**src/rtl/csr_machine_trap.sv**
```systemverilog
// Machine-mode CSR file, hart privilege level and trap entry / MRET return sequencer.
// Latency: event accepted in cycle N -> CSR update plus one-cycle redirect in N+1 -> back to RUN in N+2.
// Backpressure: none; busy is high in TRAP/RET and trap, MRET and CSR requests are ignored then.
// Ports: clk, rst (synchronous, active-high); csr_* access port with combinational rdata/illegal;
//   pc, instr_retired, exc_*, mret_req, irq_* from the pipeline; priv_lvl, redirect_*, busy, irq_pending out.
// Optional: define CSR_COUNTER_INHIBIT_EN to add mcountinhibit at 0x320 (CY, IR freeze bits).
module csr_machine_trap #(
    parameter int          XLEN    = 64,
    parameter int          NUM_PMP = 4,
    parameter int unsigned HART_ID = 0
) (
    input  logic            clk,
    input  logic            rst,
    input  logic            csr_valid,
    input  logic [1:0]      csr_op,
    input  logic [11:0]     csr_addr,
    input  logic [XLEN-1:0] csr_wdata,
    output logic [XLEN-1:0] csr_rdata,
    output logic            csr_illegal,
    input  logic [XLEN-1:0] pc,
    input  logic            instr_retired,
    input  logic            exc_req,
    input  logic [3:0]      exc_cause,
    input  logic [XLEN-1:0] exc_tval,
    input  logic            mret_req,
    input  logic            irq_ext,
    input  logic            irq_soft,
    input  logic            irq_timer,
    output logic [1:0]      priv_lvl,
    output logic            redirect_valid,
    output logic [XLEN-1:0] redirect_pc,
    output logic            busy,
    output logic            irq_pending
);
    typedef enum logic [1:0] {ST_RUN, ST_TRAP, ST_RET} state_t;

    localparam logic [1:0]      MXL      = (XLEN == 64) ? 2'd2 : 2'd1;
    localparam logic [XLEN-1:0] MISA_VAL = {MXL, {(XLEN-2){1'b0}}} | XLEN'(32'h100);
    localparam logic [XLEN-1:0] MIE_MASK = XLEN'(32'h888);

    state_t          state_q, state_d;
    logic [1:0]      priv_q, priv_d;
    logic            mst_mie_q, mst_mie_d, mst_mpie_q, mst_mpie_d;
    logic [1:0]      mst_mpp_q, mst_mpp_d;
    logic [XLEN-1:0] mie_q, mie_d, mtvec_q, mtvec_d, mscratch_q, mscratch_d;
    logic [XLEN-1:0] mepc_q, mepc_d, mcause_q, mcause_d, mtval_q, mtval_d;
    logic [XLEN-1:0] pmpaddr_q [NUM_PMP];
    logic [XLEN-1:0] pmpaddr_d [NUM_PMP];
    logic [63:0]     mcycle_q, mcycle_d, minstret_q, minstret_d;
    logic [2:0]      irq_q;                     // {ext, soft, timer}, one-cycle registered lines
    logic [XLEN-1:0] pc_lat_q, pc_lat_d, tval_lat_q, tval_lat_d;
    logic [3:0]      cause_lat_q, cause_lat_d;
    logic            intr_lat_q, intr_lat_d;

    logic [XLEN-1:0] old_val, wval, mstatus_rd, mip_rd;
    logic [63:0]     wval64;
    logic            hit, eff_write, legal, accept, irq_take;
    logic [2:0]      irq_vec;
    logic [3:0]      irq_cause;
    logic            inh_cy, inh_ir;

`ifdef CSR_COUNTER_INHIBIT_EN
    logic [1:0]      inhibit_q, inhibit_d;      // {IR, CY}
    assign inh_cy = inhibit_q[0];
    assign inh_ir = inhibit_q[1];
`else
    assign inh_cy = 1'b0;
    assign inh_ir = 1'b0;
`endif

    always_comb begin
        mstatus_rd        = '0;
        mstatus_rd[3]     = mst_mie_q;
        mstatus_rd[7]     = mst_mpie_q;
        mstatus_rd[12:11] = mst_mpp_q;
        mip_rd            = '0;
        mip_rd[11]        = irq_q[2];
        mip_rd[3]         = irq_q[1];
        mip_rd[7]         = irq_q[0];
    end

    // Read mux; hit flags a mapped address for the current XLEN/build.
    always_comb begin
        hit     = 1'b1;
        old_val = '0;
        case (csr_addr)
            12'h300: old_val = mstatus_rd;
            12'h301: old_val = MISA_VAL;
            12'h304: old_val = mie_q;
            12'h305: old_val = mtvec_q;
            12'h340: old_val = mscratch_q;
            12'h341: old_val = mepc_q;
            12'h342: old_val = mcause_q;
            12'h343: old_val = mtval_q;
            12'h344: old_val = mip_rd;
            12'hF14: old_val = XLEN'(HART_ID);
            12'hB00, 12'hC00, 12'hC01: old_val = mcycle_q[XLEN-1:0];
            12'hB02, 12'hC02:          old_val = minstret_q[XLEN-1:0];
            12'hB80, 12'hC80: if (XLEN == 32) old_val = XLEN'(mcycle_q[63:32]);   else hit = 1'b0;
            12'hB82, 12'hC82: if (XLEN == 32) old_val = XLEN'(minstret_q[63:32]); else hit = 1'b0;
`ifdef CSR_COUNTER_INHIBIT_EN
            12'h320: old_val = XLEN'({inhibit_q[1], 1'b0, inhibit_q[0]});
`endif
            default: begin
                hit = 1'b0;
                for (int i = 0; i < NUM_PMP; i++) begin
                    if (csr_addr == 12'h3B0 + 12'(i)) begin
                        hit     = 1'b1;
                        old_val = pmpaddr_q[i];
                    end
                end
            end
        endcase
    end

    always_comb begin
        case (csr_op)
            2'b01:   wval = csr_wdata;
            2'b10:   wval = old_val | csr_wdata;
            2'b11:   wval = old_val & ~csr_wdata;
            default: wval = old_val;
        endcase
    end

    assign wval64      = 64'(wval);
    assign eff_write   = (csr_op == 2'b01) || (csr_op[1] && (csr_wdata != '0));
    assign legal       = hit && (priv_q >= csr_addr[9:8]) && !(eff_write && (csr_addr[11:10] == 2'b11));
    assign csr_rdata   = legal ? old_val : '0;
    assign csr_illegal = csr_valid && !legal;

    assign irq_vec     = {mie_q[11] & irq_q[2], mie_q[3] & irq_q[1], mie_q[7] & irq_q[0]};
    assign irq_pending = |irq_vec;
    assign irq_take    = irq_pending && (mst_mie_q || (priv_q != 2'd3));
    assign irq_cause   = irq_vec[2] ? 4'd11 : (irq_vec[1] ? 4'd3 : 4'd7);

    assign priv_lvl       = priv_q;
    assign busy           = (state_q != ST_RUN);
    assign redirect_valid = busy && !rst;     // a reset in TRAP/RET suppresses the pulse

    always_comb begin
        redirect_pc = '0;
        if (!rst && state_q == ST_TRAP) begin
            redirect_pc = mtvec_q & ~XLEN'(3);
            if (mtvec_q[1:0] == 2'b01 && intr_lat_q)
                redirect_pc = (mtvec_q & ~XLEN'(3)) + XLEN'({cause_lat_q, 2'b00});
        end else if (!rst && state_q == ST_RET) begin
            redirect_pc = mepc_q;
        end
    end

    always_comb begin
        state_d     = state_q;
        priv_d      = priv_q;
        mst_mie_d   = mst_mie_q;
        mst_mpie_d  = mst_mpie_q;
        mst_mpp_d   = mst_mpp_q;
        mie_d       = mie_q;
        mtvec_d     = mtvec_q;
        mscratch_d  = mscratch_q;
        mepc_d      = mepc_q;
        mcause_d    = mcause_q;
        mtval_d     = mtval_q;
        pmpaddr_d   = pmpaddr_q;
        pc_lat_d    = pc_lat_q;
        tval_lat_d  = tval_lat_q;
        cause_lat_d = cause_lat_q;
        intr_lat_d  = intr_lat_q;
        accept      = 1'b0;
        mcycle_d    = inh_cy ? mcycle_q : mcycle_q + 64'd1;
        minstret_d  = (instr_retired && !inh_ir) ? minstret_q + 64'd1 : minstret_q;
`ifdef CSR_COUNTER_INHIBIT_EN
        inhibit_d   = inhibit_q;
`endif
        case (state_q)
            ST_RUN: begin
                if (exc_req) begin
                    accept = 1'b1; state_d = ST_TRAP; intr_lat_d = 1'b0; pc_lat_d = pc;
                    cause_lat_d = exc_cause; tval_lat_d = exc_tval;
                end else if (mret_req) begin
                    accept = 1'b1; intr_lat_d = 1'b0; pc_lat_d = pc;
                    if (priv_q == 2'd3) begin
                        state_d = ST_RET;
                    end else begin
                        // MRET below M-mode is an illegal instruction
                        state_d = ST_TRAP; cause_lat_d = 4'd2; tval_lat_d = '0;
                    end
                end else if (irq_take) begin
                    accept = 1'b1; state_d = ST_TRAP; intr_lat_d = 1'b1; pc_lat_d = pc;
                    cause_lat_d = irq_cause; tval_lat_d = '0;
                end
                if (csr_valid && legal && eff_write && !accept) begin
                    case (csr_addr)
                        12'h300: begin
                            mst_mie_d  = wval[3];
                            mst_mpie_d = wval[7];
                            if (wval[12:11] == 2'b00 || wval[12:11] == 2'b11) mst_mpp_d = wval[12:11];
                        end
                        12'h304: mie_d      = wval & MIE_MASK;
                        12'h305: mtvec_d    = {wval[XLEN-1:2], wval[1] ? 2'b00 : wval[1:0]};
                        12'h340: mscratch_d = wval;
                        12'h341: mepc_d     = wval & ~XLEN'(3);
                        12'h342: mcause_d   = wval;
                        12'h343: mtval_d    = wval;
                        12'hB00: mcycle_d   = (XLEN == 64) ? wval64 : {mcycle_q[63:32], wval64[31:0]};
                        12'hB02: minstret_d = (XLEN == 64) ? wval64 : {minstret_q[63:32], wval64[31:0]};
                        12'hB80: mcycle_d   = {wval64[31:0], mcycle_q[31:0]};
                        12'hB82: minstret_d = {wval64[31:0], minstret_q[31:0]};
`ifdef CSR_COUNTER_INHIBIT_EN
                        12'h320: inhibit_d  = {wval[2], wval[0]};
`endif
                        default: begin
                            for (int i = 0; i < NUM_PMP; i++)
                                if (csr_addr == 12'h3B0 + 12'(i)) pmpaddr_d[i] = wval;
                        end
                    endcase
                end
            end
            ST_TRAP: begin
                mepc_d     = pc_lat_q & ~XLEN'(3);
                mcause_d   = {intr_lat_q, {(XLEN-5){1'b0}}, cause_lat_q};
                mtval_d    = tval_lat_q;
                mst_mpie_d = mst_mie_q;
                mst_mie_d  = 1'b0;
                mst_mpp_d  = priv_q;
                priv_d     = 2'd3;
                state_d    = ST_RUN;
            end
            ST_RET: begin
                mst_mie_d  = mst_mpie_q;
                mst_mpie_d = 1'b1;
                priv_d     = mst_mpp_q;
                mst_mpp_d  = 2'd0;
                state_d    = ST_RUN;
            end
            default: state_d = ST_RUN;
        endcase
    end

    always_ff @(posedge clk) begin
        if (rst) begin
            state_q <= ST_RUN;   priv_q <= 2'd3;
            mst_mie_q <= 1'b0;   mst_mpie_q <= 1'b0; mst_mpp_q <= 2'd0;
            mie_q <= '0;         mtvec_q <= '0;      mscratch_q <= '0;
            mepc_q <= '0;        mcause_q <= '0;     mtval_q <= '0;
            for (int i = 0; i < NUM_PMP; i++) pmpaddr_q[i] <= '0;
            mcycle_q <= '0;      minstret_q <= '0;   irq_q <= '0;
            pc_lat_q <= '0;      tval_lat_q <= '0;   cause_lat_q <= '0; intr_lat_q <= 1'b0;
`ifdef CSR_COUNTER_INHIBIT_EN
            inhibit_q <= '0;
`endif
        end else begin
            state_q <= state_d;  priv_q <= priv_d;
            mst_mie_q <= mst_mie_d; mst_mpie_q <= mst_mpie_d; mst_mpp_q <= mst_mpp_d;
            mie_q <= mie_d;      mtvec_q <= mtvec_d; mscratch_q <= mscratch_d;
            mepc_q <= mepc_d;    mcause_q <= mcause_d; mtval_q <= mtval_d;
            pmpaddr_q <= pmpaddr_d;
            mcycle_q <= mcycle_d; minstret_q <= minstret_d;
            irq_q <= {irq_ext, irq_soft, irq_timer};
            pc_lat_q <= pc_lat_d; tval_lat_q <= tval_lat_d; cause_lat_q <= cause_lat_d; intr_lat_q <= intr_lat_d;
`ifdef CSR_COUNTER_INHIBIT_EN
            inhibit_q <= inhibit_d;
`endif
        end
    end
endmodule

```
**config.mk**
```make
export PLATFORM = sky130hd
export DESIGN_NAME = csr_machine_trap
export DESIGN_NICKNAME = d
export VERILOG_FILES = /design/src/rtl/csr_machine_trap.sv
export SDC_FILE = /design/constraint.sdc
export NUM_CORES = 2
export LEC_CHECK = 0
export CAP_MARGIN = 25
export CELL_PAD_IN_SITES_DETAIL_PLACEMENT = 1
export CELL_PAD_IN_SITES_GLOBAL_PLACEMENT = 1
export CORE_ASPECT_RATIO = 1.5
export CORE_MARGIN = 2
export CORE_UTILIZATION = 44
export DETAILED_ROUTE_END_ITERATION = 10
export HOLD_SLACK_MARGIN = 0.1
export PLACE_DENSITY = 0.88
export SLEW_MARGIN = 30
export SYNTH_ARGS = -nofsm -noshare
export SYNTH_HDL_FRONTEND = slang
export SYNTH_SLANG_ARGS = --single-unit
```
**constraint.sdc**
```tcl
create_clock -name clk -period 3.7 [get_ports clk]
set_input_delay 0.74 -clock clk [delete_from_list [all_inputs] [get_ports clk]]
set_output_delay 0.74 -clock clk [all_outputs]
set_load 0.02 [all_outputs]
```
==> results.ini <==
[floorplan]
rows = 136
io_pins = 353
core_region_area_um2 = 91700
die_x_um = 253
die_area_um2 = 95200
fp.dieH_um = 377
initial_core_util_pct = 44.5

[critical_path]
crit_required_ns = 2.96
path_max_fanout = 3
cp-end-kind = primary output
start_kind = register
crit_arrival_ns = 3.75
path_class = reg -> out

[outcome]
status = finished, violations left
violations = setup timing

[route]
first_pass_iters = 9
ant_nets = 0
via_per_inst = 7.17
drt-total-wl_um = 259000
num_vias = 51604
wl_per_cell_um = 36.0
drtIter0Drc = 8480
drc = 0

[timing]
skew_ns = 0.0413
setup_ws_ns = -0.790
slew_headroom_pct = 33.2
max_freq_ghz = 0.223
min_period_ns = 4.49
hold_viol = 0
rsz0062_at_grt = true
worst_pin_slew_ns = 1.00
drv_slew = 0
setup_violations = 131
fin_crit_sh_pct = 121

[synthesis]
yosysTopAreaCellShare_pct = 41.5
netlist_area_um2 = 40800
ys_seq_elements = 846
yosysMostFrequentCell = nor2_1
async_flop_share_pct = 0
ys_types = 80
synth_top_area_cell = dfxtp_1
ys.flop_type = dfxtp_1
avgSynthCellArea_um2 = 8.07
synth_common_cells = 915 x nor2_1, 846 x dfxtp_1, 567 x a211oi_1
syn_inst = 5055
synth.area.top_cells = dfxtp_1 42%, a211oi_1 10%, nor2_1 8.4%
seq_area_frac_synth_pct = 41.5
synth-edff-count = 0
yosysWarnings = 0

[clock_network]
cts_root_buffer = clkbuf_16
cts_made_buffers = 83
h-tree-depth = 3
clock_path_buffers = 3
cts_tree = built
clock_sink_count = 846
clk_latency_ns = 0.74
cts.clk_slew.worst_paths_ns = 0.07

[final_layout]
postLayoutCoreUtil_pct = 63.1
fin_nets = 6178
syn_to_final_growth_pct = 42.0
instances_no_fill = 7194
regArea_um2 = 17000
multi_input_area_um2 = 23600
final_area_um2 = 57900
drive_above_1_share_pct = 26.1
fillers = 10269

[placement]
place_ws_ns = -1.23
dp_hpwl_um = 156000
placed_cells = 6920
io_buffers = 348
gp_congestion = 1.02
place_area_um2 = 51400

[grt]
grt_overflow_total = 0
grt.total_usage_pct = 49.4
grt_pass1_wl_um = 349000
grt_max_degree = 183
grt_antenna_before_repair = 26
grt_pass1_vias = 50755

[power]
power.density_nw_per_um2 = 389
netSwitchingFraction_pct = 28.2
clockPowerShare_pct = 44.7
p_int_uw = 16100
peakVddDrop_mv = 0.341
p_switching_uw = 6350
power.leakage_uw = 0.0214
pwr-share-comb_pct = 12.6
power_frac_seq_pct = 42.7

[hold_path]
holdCritPathClass = reg -> reg

[run]
cap_viol_max_count = 0

layout by cell type, fill, tap and decap left out, types with 14 or more instances in the layout:
cell type,netlist,routed
buf_6,0,177
mux2_2,28,15
xor2_1,72,66
a22oi_1,288,280
nand4_1,45,45
a21oi_1,190,188
o21ai_0,157,106
and4_1,26,17
bufinv_16,0,18
buf_12,0,131
nor2_1,915,853
dfxtp_1,846,836
and2_1,36,32
nor3_1,91,83
xnor2_1,173,155
clkdlybuf4s50_1,0,175
nand2_1,481,467
o22ai_1,25,25
nor2_4,0,61
and3_4,0,29
clkbuf_16,0,85
o21ai_1,23,56
xnor2_2,0,16
a222oi_1,35,35
clkbuf_8,0,16
a211oi_1,567,550
o21ai_2,11,26
nand3_1,144,132
nor4_1,30,14
buf_4,21,727
mux2i_1,26,23
buf_2,137,17
and3_1,61,30
inv_1,37,35
a22o_1,69,67
dlygate4sd2_1,0,19
worst max-delay path, cell delays in order (launching register included):
cell and delay, ns:
dfxtp_4 0.38, ha_4 0.17, inv_2 0.04, fa_2 0.39, nor2b_4 0.16, o21ai_2 0.06
nand2b_1 0.14, and3_4 0.30, or4b_4 0.55, nor3_2 0.26, xnor2_2 0.20, o21ai_1 0.16
buf_2 0.20
power groups by stage:
stage / Combinational (µW) / Clock [µW] / Sequential (µW)
after floorplan: 1080 / 0 / 9610
after global placement: 2380 / 0 / 9730
after detailed placement: 2450 / 0 / 9750
after CTS: 2560 / 9800 / 9550
after global routing: 2870 / 10300 / 9590
final: 2840 / 10100 / 9600
logic make-up after synthesis:
logic type | Yosys count | share of synthesized area (%)
fa+ha+maj | 13 | 0.417
mux | 54 | 1.41
buf+inv | 509 | 5.30
simple gates | 1934 | 20.9
other cells | 1 | 0.00919
xor+xnor | 245 | 5.26
flops | 846 | 41.5
compound gates | 1453 | 25.1
state kept, by name (all words and copies together), names as in the netlist, 3 cells and up:
signal	flops
cause_lat_q	4
irq_q	3
mcause_q	64
mcycle_q	64
mepc_q	62
mie_q	3
minstret_q	64
mscratch_q	64
mtval_q	64
mtvec_q	63
pc_lat_q	62
pmpaddr_q	256
tval_lat_q	64
metal layers:
layer	GRT usage [%]	up-vias	routed length (µm)
met5	0.208	-	156
met4	36.3	24	26400
met3	17.1	1787	38300
met2	72.8	5003	106000
met1	59.5	24845	88300
li1	-	19945	-
final cells by class:
| class | instances | area share, % |
|---|---|---|
| clock buffers | 112 | 4.09 |
| inverters | 37 | 0.240 |
| well taps | 1173 | 2.53 |
| repair buffers | 1277 | 21.8 |
| diodes | 7 | 0.0303 |
| multi-input cells | 3701 | 40.8 |
| clock inverters | 41 | 1.23 |
| flip-flops and latches | 846 | 29.3 |
metrics by stage:
stage	total power (µW)	hold slack, ns	TNS, ns
2_1_floorplan	10700	0.432	0
3_3_place_gp	12100	0.444	-539.61
3_5_place_dp	12200	0.449	-599.89
4_1_cts	21900	0.458	-16.21
5_1_grt	22700	0.476	-52.93
6_report	22500	0.458	-55.04
path summary, 6_finish.rpt:
| kind | start | end | slack [ns] | cells past startpoint |
|---|---|---|---|---|
| max reg2reg | mie_q[3]$_SDFFE_PP0P_ | mcause_q[41]$_SDFFE_PP0P_ | -0.08 | 12 |
| max | cause_lat_q[0]$_SDFFE_PP0P_ | redirect_pc[60] | -0.79 | 12 |
| min reg2reg | pc_lat_q[26]$_SDFFE_PP0P_ | pc_lat_q[26]$_SDFFE_PP0P_ | 0.46 | 2 |
| min | pc_lat_q[26]$_SDFFE_PP0P_ | pc_lat_q[26]$_SDFFE_PP0P_ | 0.46 | 2 |
timing repair:
action	4_1_cts	5_1_grt
buffers inserted	98	35
hold endpoints to repair	0	0
gates resized for setup	1106	198
pin swaps	92	93
setup endpoints to repair	720	130
cloned	13	1
hold buffers	0	0
No activity file was read; power rests on OpenSTA's default activity.
